$ cat config.mk
export PLATFORM = sky130hd
export DESIGN_NAME = data_mem_access_unit
export DESIGN_NICKNAME = d
export VERILOG_FILES = /design/src/rtl/data_mem_access_unit.sv
export SDC_FILE = /design/constraint.sdc
export NUM_CORES = 1
export LEC_CHECK = 0
export ABC_AREA = 0
export BUFFER_PORTS_ARGS = -buffer_cell sky130_fd_sc_hd__clkbuf_2
export CAP_MARGIN = 20
export CORE_MARGIN = 1.5
export CORE_UTILIZATION = 55
export CTS_CLUSTER_DIAMETER = 40
export DETAILED_ROUTE_END_ITERATION = 12
export HOLD_SLACK_MARGIN = 0.1
export PLACE_DENSITY = 0.85
export SYNTH_ARGS = -nofsm -noshare
export SYNTH_HDL_FRONTEND = slang
export SYNTH_SLANG_ARGS = --single-unit
export TNS_END_PERCENT = 10
$ cat constraint.sdc
create_clock -name Clock -period 4.6 [get_ports Clock]
set_input_delay 0.92 -clock Clock [delete_from_list [all_inputs] [get_ports Clock]]
set_output_delay 0.92 -clock Clock [all_outputs]
set_load 0.1 [all_outputs]
$ cat src/rtl/data_mem_access_unit.sv
// Splits each 16-bit big-endian load/store into two byte accesses on a byte-wide
// memory port with 1-cycle read latency; loads are reassembled before the response.
module data_mem_access_unit #(
   parameter int MEM_BYTES = 128,
   parameter int ADDR_W    = 16
) (
   input  logic              Clock,
   input  logic              Reset_n,
   input  logic              ReqValid,
   output logic              ReqReady,
   input  logic              ReqWrite,
   input  logic [ADDR_W-1:0] ReqAddr,
   input  logic [15:0]       ReqWData,
   output logic              RespValid,
   output logic [15:0]       RespRData,
   output logic              AddrError,
   output logic [ADDR_W-1:0] MemAddr,
   output logic [7:0]        MemWData,
   output logic              MemWrite,
   output logic              MemRead,
   input  logic [7:0]        MemRData
);

   typedef enum logic [2:0] {
      IDLE  = 3'd0,
      BYTE0 = 3'd1,
      BYTE1 = 3'd2,
      CAPT  = 3'd3,
      RESP  = 3'd4
   } state_t;

   // Highest legal word address; anything above would make A+1 fall off the memory.
   localparam logic [ADDR_W-1:0] LAST_ADDR = ADDR_W'(MEM_BYTES - 2);

   state_t            state_q, state_d;
   logic              write_q, write_d;
   logic [ADDR_W-1:0] addr_q,  addr_d;
   logic [15:0]       wdata_q, wdata_d;
   logic              err_q,   err_d;
   logic [15:0]       rdata_q, rdata_d;

   always_ff @(posedge Clock or negedge Reset_n) begin
      if (!Reset_n) begin
         state_q <= IDLE;
         write_q <= 1'b0;
         addr_q  <= '0;
         wdata_q <= '0;
         err_q   <= 1'b0;
         rdata_q <= '0;
      end else begin
         state_q <= state_d;
         write_q <= write_d;
         addr_q  <= addr_d;
         wdata_q <= wdata_d;
         err_q   <= err_d;
         rdata_q <= rdata_d;
      end
   end

   always_comb begin
      state_d   = state_q;
      write_d   = write_q;
      addr_d    = addr_q;
      wdata_d   = wdata_q;
      err_d     = err_q;
      rdata_d   = rdata_q;
      ReqReady  = 1'b0;
      RespValid = 1'b0;
      AddrError = 1'b0;
      MemAddr   = '0;
      MemWData  = '0;
      MemWrite  = 1'b0;
      MemRead   = 1'b0;

      case (state_q)
         IDLE: begin
            ReqReady = 1'b1;
            if (ReqValid) begin
               write_d = ReqWrite;
               addr_d  = ReqAddr;
               wdata_d = ReqWData;
               if (ReqAddr > LAST_ADDR) begin
                  err_d   = 1'b1;
                  state_d = RESP;
                  // A rejected load still reports a defined (zero) word.
                  if (!ReqWrite) begin
                     rdata_d = '0;
                  end
               end else begin
                  err_d   = 1'b0;
                  state_d = BYTE0;
               end
            end
         end
         BYTE0: begin
            MemAddr = addr_q;
            if (write_q) begin
               MemWrite = 1'b1;
               MemWData = wdata_q[15:8];
            end else begin
               MemRead = 1'b1;
            end
            state_d = BYTE1;
         end
         BYTE1: begin
            MemAddr = addr_q + ADDR_W'(1);
            if (write_q) begin
               MemWrite = 1'b1;
               MemWData = wdata_q[7:0];
               state_d  = RESP;
            end else begin
               // MemRData now carries the high byte read in BYTE0.
               MemRead        = 1'b1;
               rdata_d[15:8]  = MemRData;
               state_d        = CAPT;
            end
         end
         CAPT: begin
            rdata_d[7:0] = MemRData;
            state_d      = RESP;
         end
         RESP: begin
            RespValid = 1'b1;
            AddrError = err_q;
            state_d   = IDLE;
         end
         default: begin
            state_d = IDLE;
         end
      endcase
   end

   assign RespRData = rdata_q;

endmodule
==> results by group, run 1 <==
Drt
  – Pre-antenna DRT Iters: 4
  – DR vias: 2,405
  – Antenna Violating Nets Remaining: 0
  – Routed Wire Length: 6383 microns
  – Routed WL per cell: 15.05 microns
  – DRC errors left: 0
  – DRC marker count from the first detailed-route iteration: 222
  – Drt via density: 5.672

Setup path
  – CP startpoint kind: flop
  – CP cell instances: nor3b_2 > a22oi_1 > nor2b_1 > clkbuf_2
  – Critical path peak fanout: 16
  – Critical Path AT: 2640 ps
  – CP Class: reg2out
  – CP Buf/Inv Count: 1
  – Critical path capture point type: primary output
  – CP top delay family: simple AND/OR/NAND/NOR gates
  – Slowest stage cell, crit path: nor3b_2
  – Worst Path Required: 3680 ps
  – Slowest stage delay, CP: 910 ps

Synth
  – Cell count after synthesis: 274
  – Ys async rst share: 100.0%
  – Distinct cells, synth: 48
  – Synth Net Count: 319
  – Yosys top cell by area: dfrtp_1
  – Adder-cell share of the synthesized area: 0.4450%
  – Ys Warns: 0
  – Post-synth EDFFs: 0
  – Yosys top cell area share: 47.17%
  – Largest cells by area after synthesis: dfrtp_1, mux2_2, nor2_1, nor3_2, o21ai_0
  – Mapped Area: 0.002811 sq mm
  – Post-synthesis mux area share: 12.77%
  – Syn avg cell area: 10.26 sq um
  – Sequential share of the synthesized area: 47.17%
  – Synth Area in Simple Gates: 24.17%
  – XOR/XNOR share of the synthesized area: 0%
  – Complex-gate fraction of the synthesized area: 11.84%
  – Yosys reg bits: 53
  – Most used DFF post-synth: dfrtp_1
  – Largest family of logic cells by synthesized area: simple AND/OR/NAND/NOR gates

STA
  – Final setup fails: 0
  – Fin Clk Skew: 2.534 ps
  – Slew @ Worst Pin: 1046 ps
  – Max-slew violation count: 0
  – Final hold vios: 0
  – Minimum clock period: 3559 ps
  – Hold slack: 515.9 ps
  – RSZ-0062 raised after global routing: no
  – Fmax: 280.9 MHz
  – Slew headroom: 29.94%
  – TNS Setup: 0 ps
  – Period utilisation layout: 77.38%

Floorplanning
  – Num rows: 25
  – Die width: 74.50 microns
  – Initial Util: 58.36%
  – Io pins: 89
  – Die Span Y: 74.50 microns
  – Core ar.: 0.004817 sq mm
  – Die area: 0.005550 sq mm

Clocking
  – Clk buf depth: 2
  – CTS Hold Bufs: 0
  – Sink Count: 53
  – Post-cts sizing count: 0
  – Setup Buffers After CTS: 0
  – CTS tree: built
  – # H-tree levels: 2
  – Clock transition at path regs: 90 ps
  – TritonCTS Buffers: 5
  – Clock latency on the worst-skew pair: 300 ps
  – Root Driver: clkbuf_8

Global route
  – First-pass GRT wire length: 10,060 microns
  – M2 GR Usage: 39.98%
  – Largest net degree at the start of global routing: 54
  – Met1 track demand over resource: 32.06%
  – Total Routing Usage GR: 23.65%
  – Global routing usage on met3: 4.743%
  – Total grt overflow: 0
  – Vias in the first global route: 2,177
  – Initial antenna violation count: 0
  – GR peak layer: met2

Final layout
  – Area growth syn-to-layout: 19.76%
  – Finished Core Util: 69.90%
  – Final instance area: 0.003367 sq mm
  – Diodes inserted: 0
  – Layout cell share with drive strength beyond 1: 43.42%
  – Fin nets: 401

Place
  – IO Port Bufs: 88
  – Placer Congestion: 0.8881
  – HPWL Detailed: 4724 microns
  – Placed Instance Area: 0.003284 sq mm

Flow run
  – Max-Cap Viols: 0

Power and ir drop
  – Lkg Pwr: 1.521 nW
  – Cell Pwr Density: 302.7 mW/mm^2
  – Worst VDD drop: 205.3 uV

Hold path
  – Worst Hold Class: reg2reg

Outcome
  – Status: completed
## kinds of logic after synthesis
logic type | after synthesis
buffers and inverters | 21
adders and majority gates | 1
DFF | 53
AOI/OAI and AO/OA | 51
muxes | 32
and+or+nand+nor | 116
## routing by layer
metal | vias up | part of all wire, %
met5 | - | 0
met4 | 0 | 0.83
met3 | 8 | 6.0
met2 | 95 | 49
met1 | 1145 | 44
li1 | 1157 | -
## worst paths after layout
kind	start	to	slack, ps	cells after the start
max in group asynchronous	Reset_n	RespRData[6]	3430	2
min in group asynchronous	Reset_n	addr_q[0]	720	2
setup reg to reg	state_q[0]	addr_q[1]	2200	3
hold reg to reg	wdata_q[8]	wdata_q[8]	520	1
hold / removal	wdata_q[8]	wdata_q[8]	520	1
setup / recovery	state_q[0]	MemWData[3]	1040	4
## state kept, by name, summed over array words and instances (netlist names)
signal / cells
RespRData: 16
err_q: 1
state_q: 3
addr_q: 16
write_q: 1
wdata_q: 16
## cell usage after synthesis, drive strengths merged, types with 2 or more instances
library cell and number:
nand2b 2, or3 3, and4 2, a31oi 8
nand4 7, dfrtp 53, or3b 2, nand3b 2
and2 2, o21ai 15, nor4 3, nand2 13
nor2 42, a21oi 7, clkbuf 5, mux2 31
a22oi 8, nand3 5, nor2b 8, nor3b 4
or4 2, buf 12, a31o 3, a21o 2
inv 4, nor3 18
## power by group
group | internal (mW) | switching, mW | leakage (nW)
logic | 0.0758 | 0.132 | 0.817
clock network | 0.106 | 0.142 | 0.0450
registers | 0.510 | 0.0531 | 0.659
## cell usage in the layout, fill, tap and decap left out, types with 2 or more instances in the layout
cell type  count
a31o_2         3
clkbuf_2      88
nand3_1        5
nor3_2        10
nand2_1       13
a21o_1         2
a31oi_1        8
o21ai_0       15
nand4_1        7
or3_1          2
buf_4          4
a21oi_1        7
inv_1          4
nand3b_1       2
nor2_1        42
clkbuf_8       5
nor2b_1        8
nor3b_2        3
a22oi_1        8
nor4_1         2
nor3_1         8
mux2_2        31
nand2b_1       2
dfrtp_1       53
clkinv_2       2
## per-stage QoR
stage	setup slack, ps	power [mW]	instances
after floorplan	301.4	0.7139	274
after global placement	1457	0.7724	416
after detailed placement	1384	0.7794	416
after global routing	864.4	1.063	424
final	1041	1.019	424
after CTS	1036	1.026	424
## area by class of cell
| cell class | count | area, sq um |
|---|---|---|
| fill | 391 | 1450 |
| multi-input combinational | 200 | 1389 |
| sequential | 53 | 1326 |
| timing repair buffer | 92 | 470.5 |
| tap | 67 | 83.83 |
| clock buffer | 6 | 72.57 |
| inverter | 4 | 15.01 |
| clock inverter | 2 | 10.01 |
Power figures use the tool's default switching activity.
==> inputs of run 2 (changes only) <==
--- a/config.mk
+++ b/config.mk
@@ -5,15 +5,15 @@
 export SDC_FILE = /design/constraint.sdc
 export NUM_CORES = 1
 export LEC_CHECK = 0
-export ABC_AREA = 0
+export ABC_AREA = 1
 export BUFFER_PORTS_ARGS = -buffer_cell sky130_fd_sc_hd__clkbuf_2
 export CAP_MARGIN = 20
 export CORE_MARGIN = 1.5
-export CORE_UTILIZATION = 55
+export CORE_UTILIZATION = 51
 export CTS_CLUSTER_DIAMETER = 40
 export DETAILED_ROUTE_END_ITERATION = 12
 export HOLD_SLACK_MARGIN = 0.1
-export PLACE_DENSITY = 0.85
+export PLACE_DENSITY = 0.8
 export SYNTH_ARGS = -nofsm -noshare
 export SYNTH_HDL_FRONTEND = slang
 export SYNTH_SLANG_ARGS = --single-unit
==> constraint.sdc (replaced) <==
create_clock -name Clock -period 3.33 [get_ports Clock]
set_input_delay 0.666 -clock Clock [delete_from_list [all_inputs] [get_ports Clock]]
set_output_delay 0.666 -clock Clock [all_outputs]
set_load 0.1 [all_outputs]
==> run 2 against run 1 <==
Compared with the run above:
- global-route usage grew 0.84 points
- worst hold slack lost 340 ps
- clock-buffer cell count is the same
- via count grew 12%
- design area grew 1.0%
- combinational power grew to 4.0 times the previous value
- core utilization shrank 7.8 points
- cell count grew 26%
- critical endpoint is now MemWData[1]
- largest cell class is now registers
==> results by group, run 2 <==
Floorplanning
  – Die Span Y: 77.92 microns (was 74.50 microns)
  – Initial Util: 52.31% (was 58.36%)
  – Core ar.: 0.005473 sq mm (was 0.004817 sq mm)
  – Die width: 77.92 microns (was 74.50 microns)
  – Die area: 0.006072 sq mm (was 0.005550 sq mm)
  – Io pins: 89 (unchanged)
  – Num rows: 27 (was 25)

Drt
  – Routed WL per cell: 13.23 microns (was 15.05 microns)
  – Pre-antenna DRT Iters: 6 (was 4)
  – Routed Wire Length: 7090 microns (was 6383 microns)
  – DRC marker count from the first detailed-route iteration: 153 (was 222)
  – DRC errors left: 0 (unchanged)
  – Antenna Violating Nets Remaining: 0 (unchanged)
  – Drt via density: 5.032 (was 5.672)
  – DR vias: 2,697 (was 2,405)

Synth
  – Largest cells by area after synthesis: dfrtp_1, nand2_1, nand3_1, inv_1, o21ai_0 (was dfrtp_1, mux2_2, nor2_1, nor3_2, o21ai_0)
  – Largest family of logic cells by synthesized area: simple AND/OR/NAND/NOR gates (unchanged)
  – Ys async rst share: 100.0% (unchanged)
  – Distinct cells, synth: 32 (was 48)
  – Adder-cell share of the synthesized area: 0.4371% (was 0.4450%)
  – Complex-gate fraction of the synthesized area: 8.610% (was 11.84%)
  – Ys Warns: 0 (unchanged)
  – Mapped Area: 0.002863 sq mm (was 0.002811 sq mm)
  – XOR/XNOR share of the synthesized area: 0.6119% (was 0%)
  – Synth Area in Simple Gates: 35.01% (was 24.17%)
  – Count leader, synth: nand2_1 (was dfrtp_1)
  – Synth top cells by count: nand2_1, dfrtp_1, inv_1, nand3_1, o21ai_0 (was dfrtp_1, nor2_1, mux2_2, o21ai_0, nand2_1)
  – Post-synth EDFFs: 0 (unchanged)
  – Yosys top cell by area: dfrtp_1 (unchanged)
  – Post-synthesis mux area share: 0% (was 12.77%)
  – Yosys reg bits: 53 (unchanged)
  – Syn avg cell area: 7.634 sq um (was 10.26 sq um)
  – Most used DFF post-synth: dfrtp_1 (unchanged)
  – Yosys top cell area share: 46.33% (was 47.17%)
  – Sequential share of the synthesized area: 46.33% (was 47.17%)
  – Cell count after synthesis: 375 (was 274)
  – Synth Net Count: 420 (was 319)

Outcome
  – Status: completed (unchanged)

Setup path
  – Critical Path AT: 2280 ps (was 2640 ps)
  – Slowest stage cell, crit path: clkbuf_2 (was nor3b_2)
  – CP top delay family: buffers and inverters (was simple AND/OR/NAND/NOR gates)
  – CP startpoint kind: flop (unchanged)
  – CP cell instances: nor2_2 > nand2_4 > inv_2 > nand2_1 > inv_1 > nand2_1 > nand2_1 > clkbuf_2 (was nor3b_2 > a22oi_1 > nor2b_1 > clkbuf_2)
  – Worst Path Required: 2660 ps (was 3680 ps)
  – CP most frequent cell: nand2_1
  – Critical path capture point type: primary output (unchanged)
  – Critical path peak fanout: 12 (was 16)
  – Slowest stage delay, CP: 460 ps (was 910 ps)
  – CP Class: reg2out (unchanged)
  – CP Buf/Inv Count: 3 (was 1)

Power and ir drop
  – Pwr Total: 2.245 mW (was 1.019 mW)
  – Lkg Pwr: 1.950 nW (was 1.521 nW)
  – Cell Pwr Density: 660.1 mW/mm^2 (was 302.7 mW/mm^2)
  – Worst VDD drop: 316.0 uV (was 205.3 uV)

STA
  – Period utilisation layout: 88.32%
  – RSZ-0062 raised after global routing: no (unchanged)
  – Final setup fails: 0 (unchanged)
  – Fin Clk Skew: 4.649 ps (was 2.534 ps)
  – Max-slew violation count: 0 (unchanged)
  – Fmax: 340.0 MHz
  – Slew headroom: 49.10% (was 29.94%)
  – Slew @ Worst Pin: 762.7 ps (was 1046 ps)
  – Minimum clock period: 2941 ps
  – Final hold vios: 0 (unchanged)
  – TNS Setup: 0 ps (unchanged)
  – Hold slack: 180.8 ps (was 515.9 ps)

Flow run
  – Max-Cap Viols: 0 (unchanged)

Place
  – # placed instances: 527 (was 416)
  – IO Port Bufs: 88 (unchanged)
  – Placer Congestion: 0.9346 (was 0.8881)
  – HPWL Detailed: 5190 microns (was 4724 microns)

Global route
  – Initial antenna violation count: 0 (unchanged)
  – Total Routing Usage GR: 24.50% (was 23.65%)
  – Total grt overflow: 0 (unchanged)
  – Vias in the first global route: 2,557 (was 2,177)
  – Largest net degree at the start of global routing: 47 (was 54)
  – First-pass GRT wire length: 11,690 microns (was 10,060 microns)

Final layout
  – Filler cells: 530 (was 391)
  – Diodes inserted: 0 (unchanged)
  – Area growth syn-to-layout: 18.79% (was 19.76%)
  – Layout cell share with drive strength beyond 1: 26.29% (was 43.42%)
  – Non-filler cells, final: 536 (was 424)
  – Most frequent cells in the layout: nand2_1, clkbuf_2, dfrtp_1, inv_1, nand3_1 (was clkbuf_2, dfrtp_1, nor2_1, mux2_2, o21ai_0)
  – Fin nets: 508 (was 401)
  – Commonest non-fill, non-tap cell in the layout: nand2_1 (was clkbuf_2)
  – Finished Core Util: 62.14% (was 69.90%)

Clocking
  – Root Driver: clkbuf_8 (unchanged)
  – Clk buf depth: 2 (unchanged)
  – Clock transition at path regs: 100 ps (was 90 ps)
  – Post-cts sizing count: 0 (unchanged)
  – Setup Buffers After CTS: 0 (unchanged)
  – CTS tree: built (unchanged)
  – Sink Count: 53 (unchanged)
  – Clock latency on the worst-skew pair: 310 ps (was 300 ps)
  – CTS Hold Bufs: 0 (unchanged)
  – TritonCTS Buffers: 5 (unchanged)
  – # H-tree levels: 2 (unchanged)

Hold path
  – Worst Hold Class: in2async (was reg2reg)
-- run 2: path summary, 6_finish.rpt --
| kind | start | end | slack [ps] | cells past startpoint |
|---|---|---|---|---|
| worst max-delay path | state_q[2] | MemWData[1] | 390 | 8 |
| min in group Clock | RespRData[8] | RespRData[8] | 480 | 2 |
| worst min register to register | RespRData[8] | RespRData[8] | 480 | 2 |
| worst max register to register | state_q[0] | addr_q[5] | 1690 | 7 |
| max in group asynchronous | Reset_n | addr_q[8] | 2480 | 3 |
| worst min-delay path | Reset_n | RespRData[5] | 180 | 1 |
-- run 2: metrics by stage --
stage | setup slack [ps] | area, sq um
2_1_floorplan | -281.4 | 2870
3_3_place_gp | 757.8 | 3284
3_5_place_dp | 701.3 | 3284
4_1_cts | 357.6 | 3381
5_1_grt | 210.3 | 3401
6_report | 389.0 | 3401
-- run 2: logic make-up after synthesis --
kind of cell	count (synthesis)
compound gates	41
xor+xnor	2
fa+ha+maj	1
buf+inv	42
simple gates	236
flops	53
-- run 2: layer usage --
metal,global-route usage (%),vias to the layer above,share of wire [%]
li1,-,1358,-
met1,32.14,1231,46
met2,41.04,101,47
met3,4.706,7,6.5
met4,7.500,0,1.0
met5,0,-,0
-- run 2: final cells by class --
type                    instances  area [sq um]  share of cell area (%)
inverters                      31         118.9                   3.495
flip-flops and latches         53          1326                   39.00
repair buffers                 92         483.0                   14.20
clock inverters                 2         13.76                  0.4047
multi-input cells             280          1286                   37.82
well taps                      72         90.09                   2.649
clock buffers                   6         82.58                   2.428
-- run 2: report_power, final --
part           total, mW  switching, mW  leakage (nW)  internal (mW)
clock              0.388          0.219        0.0512          0.169
sequential          1.03          0.176         0.681          0.852
combinational      0.828          0.607          1.22          0.221
==> inputs of run 3 (changes only) <==
--- a/config.mk
+++ b/config.mk
@@ -13,6 +13,7 @@
 export CTS_CLUSTER_DIAMETER = 40
 export DETAILED_ROUTE_END_ITERATION = 12
 export HOLD_SLACK_MARGIN = 0.1
+export MAX_ROUTING_LAYER = met4
 export PLACE_DENSITY = 0.8
 export SYNTH_ARGS = -nofsm -noshare
 export SYNTH_HDL_FRONTEND = slang
==> run 3 against run 2 <==
Compared with the run above:
- sequential power hardly changed
- via count is 1.5% higher
- register-to-register slack worse by 20 ps
- largest cell class unchanged
- die area stayed put
- fmax is 0.53% higher
- sequential cell count stayed put
- clock-buffer cell count is 1 lower
- clock skew is 1.9 ps higher
- sequential share of layout area is 0.30 points higher
- wire length is 1.3% higher
==> results by group, run 3 (synthesis gave the netlist of run 2 again) <==
Setup path
  – CP Capture Point: MemWData[1] (unchanged)
  – Reg2Reg Capture Point: addr_q[8] (was addr_q[5])
  – CP startpoint kind: flop (unchanged)
  – RR Startpoint: state_q[0] (unchanged)
  – Worst Setup SP: state_q[2] (unchanged)
  – R2r worst-path depth: 8 (was 7)
  – Critical path capture point type: primary output (unchanged)
  – Critical path peak fanout: 12 (unchanged)
  – Critical Path AT: 2260 ps (was 2280 ps)
  – Reg2Reg Setup Slack: 1670 ps (was 1690 ps)
  – Worst Path Required: 2660 ps (about the same)
  – CP Class: reg2out (unchanged)

Clocking
  – Setup Buffers After CTS: 0 (unchanged)
  – Clock transition at path regs: 100 ps (about the same)
  – # H-tree levels: 2 (unchanged)
  – TritonCTS Buffers: 5 (unchanged)
  – Post-cts sizing count: 0 (unchanged)
  – Clk buf depth: 2 (unchanged)
  – Root Driver: clkbuf_8 (unchanged)
  – CTS Hold Bufs: 0 (unchanged)
  – Clock latency on the worst-skew pair: 310 ps (about the same)
  – Sink Count: 53 (unchanged)
  – CTS tree: built (unchanged)

STA
  – Slew @ Worst Pin: 732.6 ps (was 762.7 ps)
  – TNS Setup: 0 ps (unchanged)
  – Minimum clock period: 2925 ps (was 2941 ps)
  – Final hold vios: 0 (unchanged)
  – Fmax: 341.8 MHz (was 340.0 MHz)
  – Period utilisation layout: 87.85% (was 88.32%)
  – Max-slew violation count: 0 (unchanged)
  – RSZ-0062 raised after global routing: no (unchanged)
  – Hold slack: 306.4 ps (was 180.8 ps)
  – Fin Clk Skew: 6.578 ps (was 4.649 ps)
  – Final setup margin: 404.6 ps (was 389.0 ps)
  – Final setup fails: 0 (unchanged)
  – Slew headroom: 51.11% (was 49.10%)

Power and ir drop
  – Cell Pwr Density: 661.3 mW/mm^2 (was 660.1 mW/mm^2)
  – Pwr Total: 2.232 mW (was 2.245 mW)
  – Lkg Pwr: 1.934 nW (was 1.950 nW)
  – Worst VDD drop: 336.8 uV (was 316.0 uV)

Global route
  – Initial antenna violation count: 0 (unchanged)
  – First-pass GRT wire length: 12,280 microns (was 11,690 microns)
  – Total Routing Usage GR: 26.26% (was 24.50%)
  – Total grt overflow: 0 (unchanged)
  – Largest net degree at the start of global routing: 47 (unchanged)
  – Vias in the first global route: 2,688 (was 2,557)

Place
  – Worst slack at placement: 737.8 ps (was 701.3 ps)
  – Placed Instance Area: 0.003284 sq mm (unchanged)
  – IO Port Bufs: 88 (unchanged)
  – # placed instances: 527 (unchanged)
  – HPWL Detailed: 5357 microns (was 5190 microns)
  – Placer Congestion: 0.9678 (was 0.9346)

Drt
  – Routed Wire Length: 7183 microns (was 7090 microns)
  – DR vias: 2,737 (was 2,697)
  – DRC errors left: 0 (unchanged)
  – Pre-antenna DRT Iters: 4 (was 6)
  – DRC marker count from the first detailed-route iteration: 133 (was 153)
  – Antenna Violating Nets Remaining: 0 (unchanged)
  – Drt via density: 5.116 (was 5.032)
  – Routed WL per cell: 13.43 microns (was 13.23 microns)

Floorplanning
  – Core ar.: 0.005473 sq mm (unchanged)
  – Die area: 0.006072 sq mm (unchanged)
  – Die width: 77.92 microns (unchanged)
  – Io pins: 89 (unchanged)
  – Num rows: 27 (unchanged)
  – Die Span Y: 77.92 microns (unchanged)
  – Initial Util: 52.31% (unchanged)

Final layout
  – Filler cells: 530 (unchanged)
  – Non-filler cells, final: 535 (was 536)
  – Diodes inserted: 0 (unchanged)
  – Most frequent cells in the layout: nand2_1, clkbuf_2, dfrtp_1, inv_1, nand3_1 (unchanged)
  – Commonest non-fill, non-tap cell in the layout: nand2_1 (unchanged)
  – Area growth syn-to-layout: 17.88% (was 18.79%)
  – Fin nets: 507 (was 508)
  – Finished Core Util: 61.66% (was 62.14%)
  – Final instance area: 0.003374 sq mm (was 0.003401 sq mm)
  – Layout cell share with drive strength beyond 1: 26.13% (was 26.29%)

Flow run
  – Max-Cap Viols: 0 (unchanged)

Hold path
  – Worst Hold Class: in2async (unchanged)

Outcome
  – Status: completed (unchanged)
run 3: critical path, cell delays in order, from the launching register on:
cell      delay [ps]
dfrtp_1          440
nor2_2           180
nand2_4          130
inv_2            210
nand2_1          150
inv_1            240
nand2_1           80
nand2_1           70
clkbuf_2         450
run 3: final cells by class:
type / instances / area [sq um] / share of cell area, %
sequential: 53 / 1326 / 39.30
multi-input combinational: 280 / 1286 / 38.12
timing repair buffer: 91 / 462.9 / 13.72
inverter: 31 / 118.9 / 3.522
tap: 72 / 90.09 / 2.670
clock buffer: 5 / 68.82 / 2.039
clock inverter: 3 / 21.27 / 0.6303
run 3: per-layer routing:
layer  GRT usage [%]  share of wire (%)  wire, microns
met1           34.09                 45           3237
met2           42.00                 47           3380
met3           4.471                6.1            440
met4           8.571                1.7            125
met5               -                  0              0
run 3: worst min-delay path by stage:
stage | end | slack, ps | cells after the start
2_1_floorplan | RespRData[0] | 370 | 0
3_3_place_gp | RespRData[15] | 450 | 2
3_5_place_dp | RespRData[15] | 460 | 2
4_1_cts | RespRData[5] | 320 | 1
5_1_grt | RespRData[5] | 340 | 1
6_report | RespRData[5] | 310 | 1
run 3: report_power, final:
part	switching, mW	internal (mW)
Sequential	0.178	0.852
Clock	0.225	0.150
Combinational	0.609	0.218
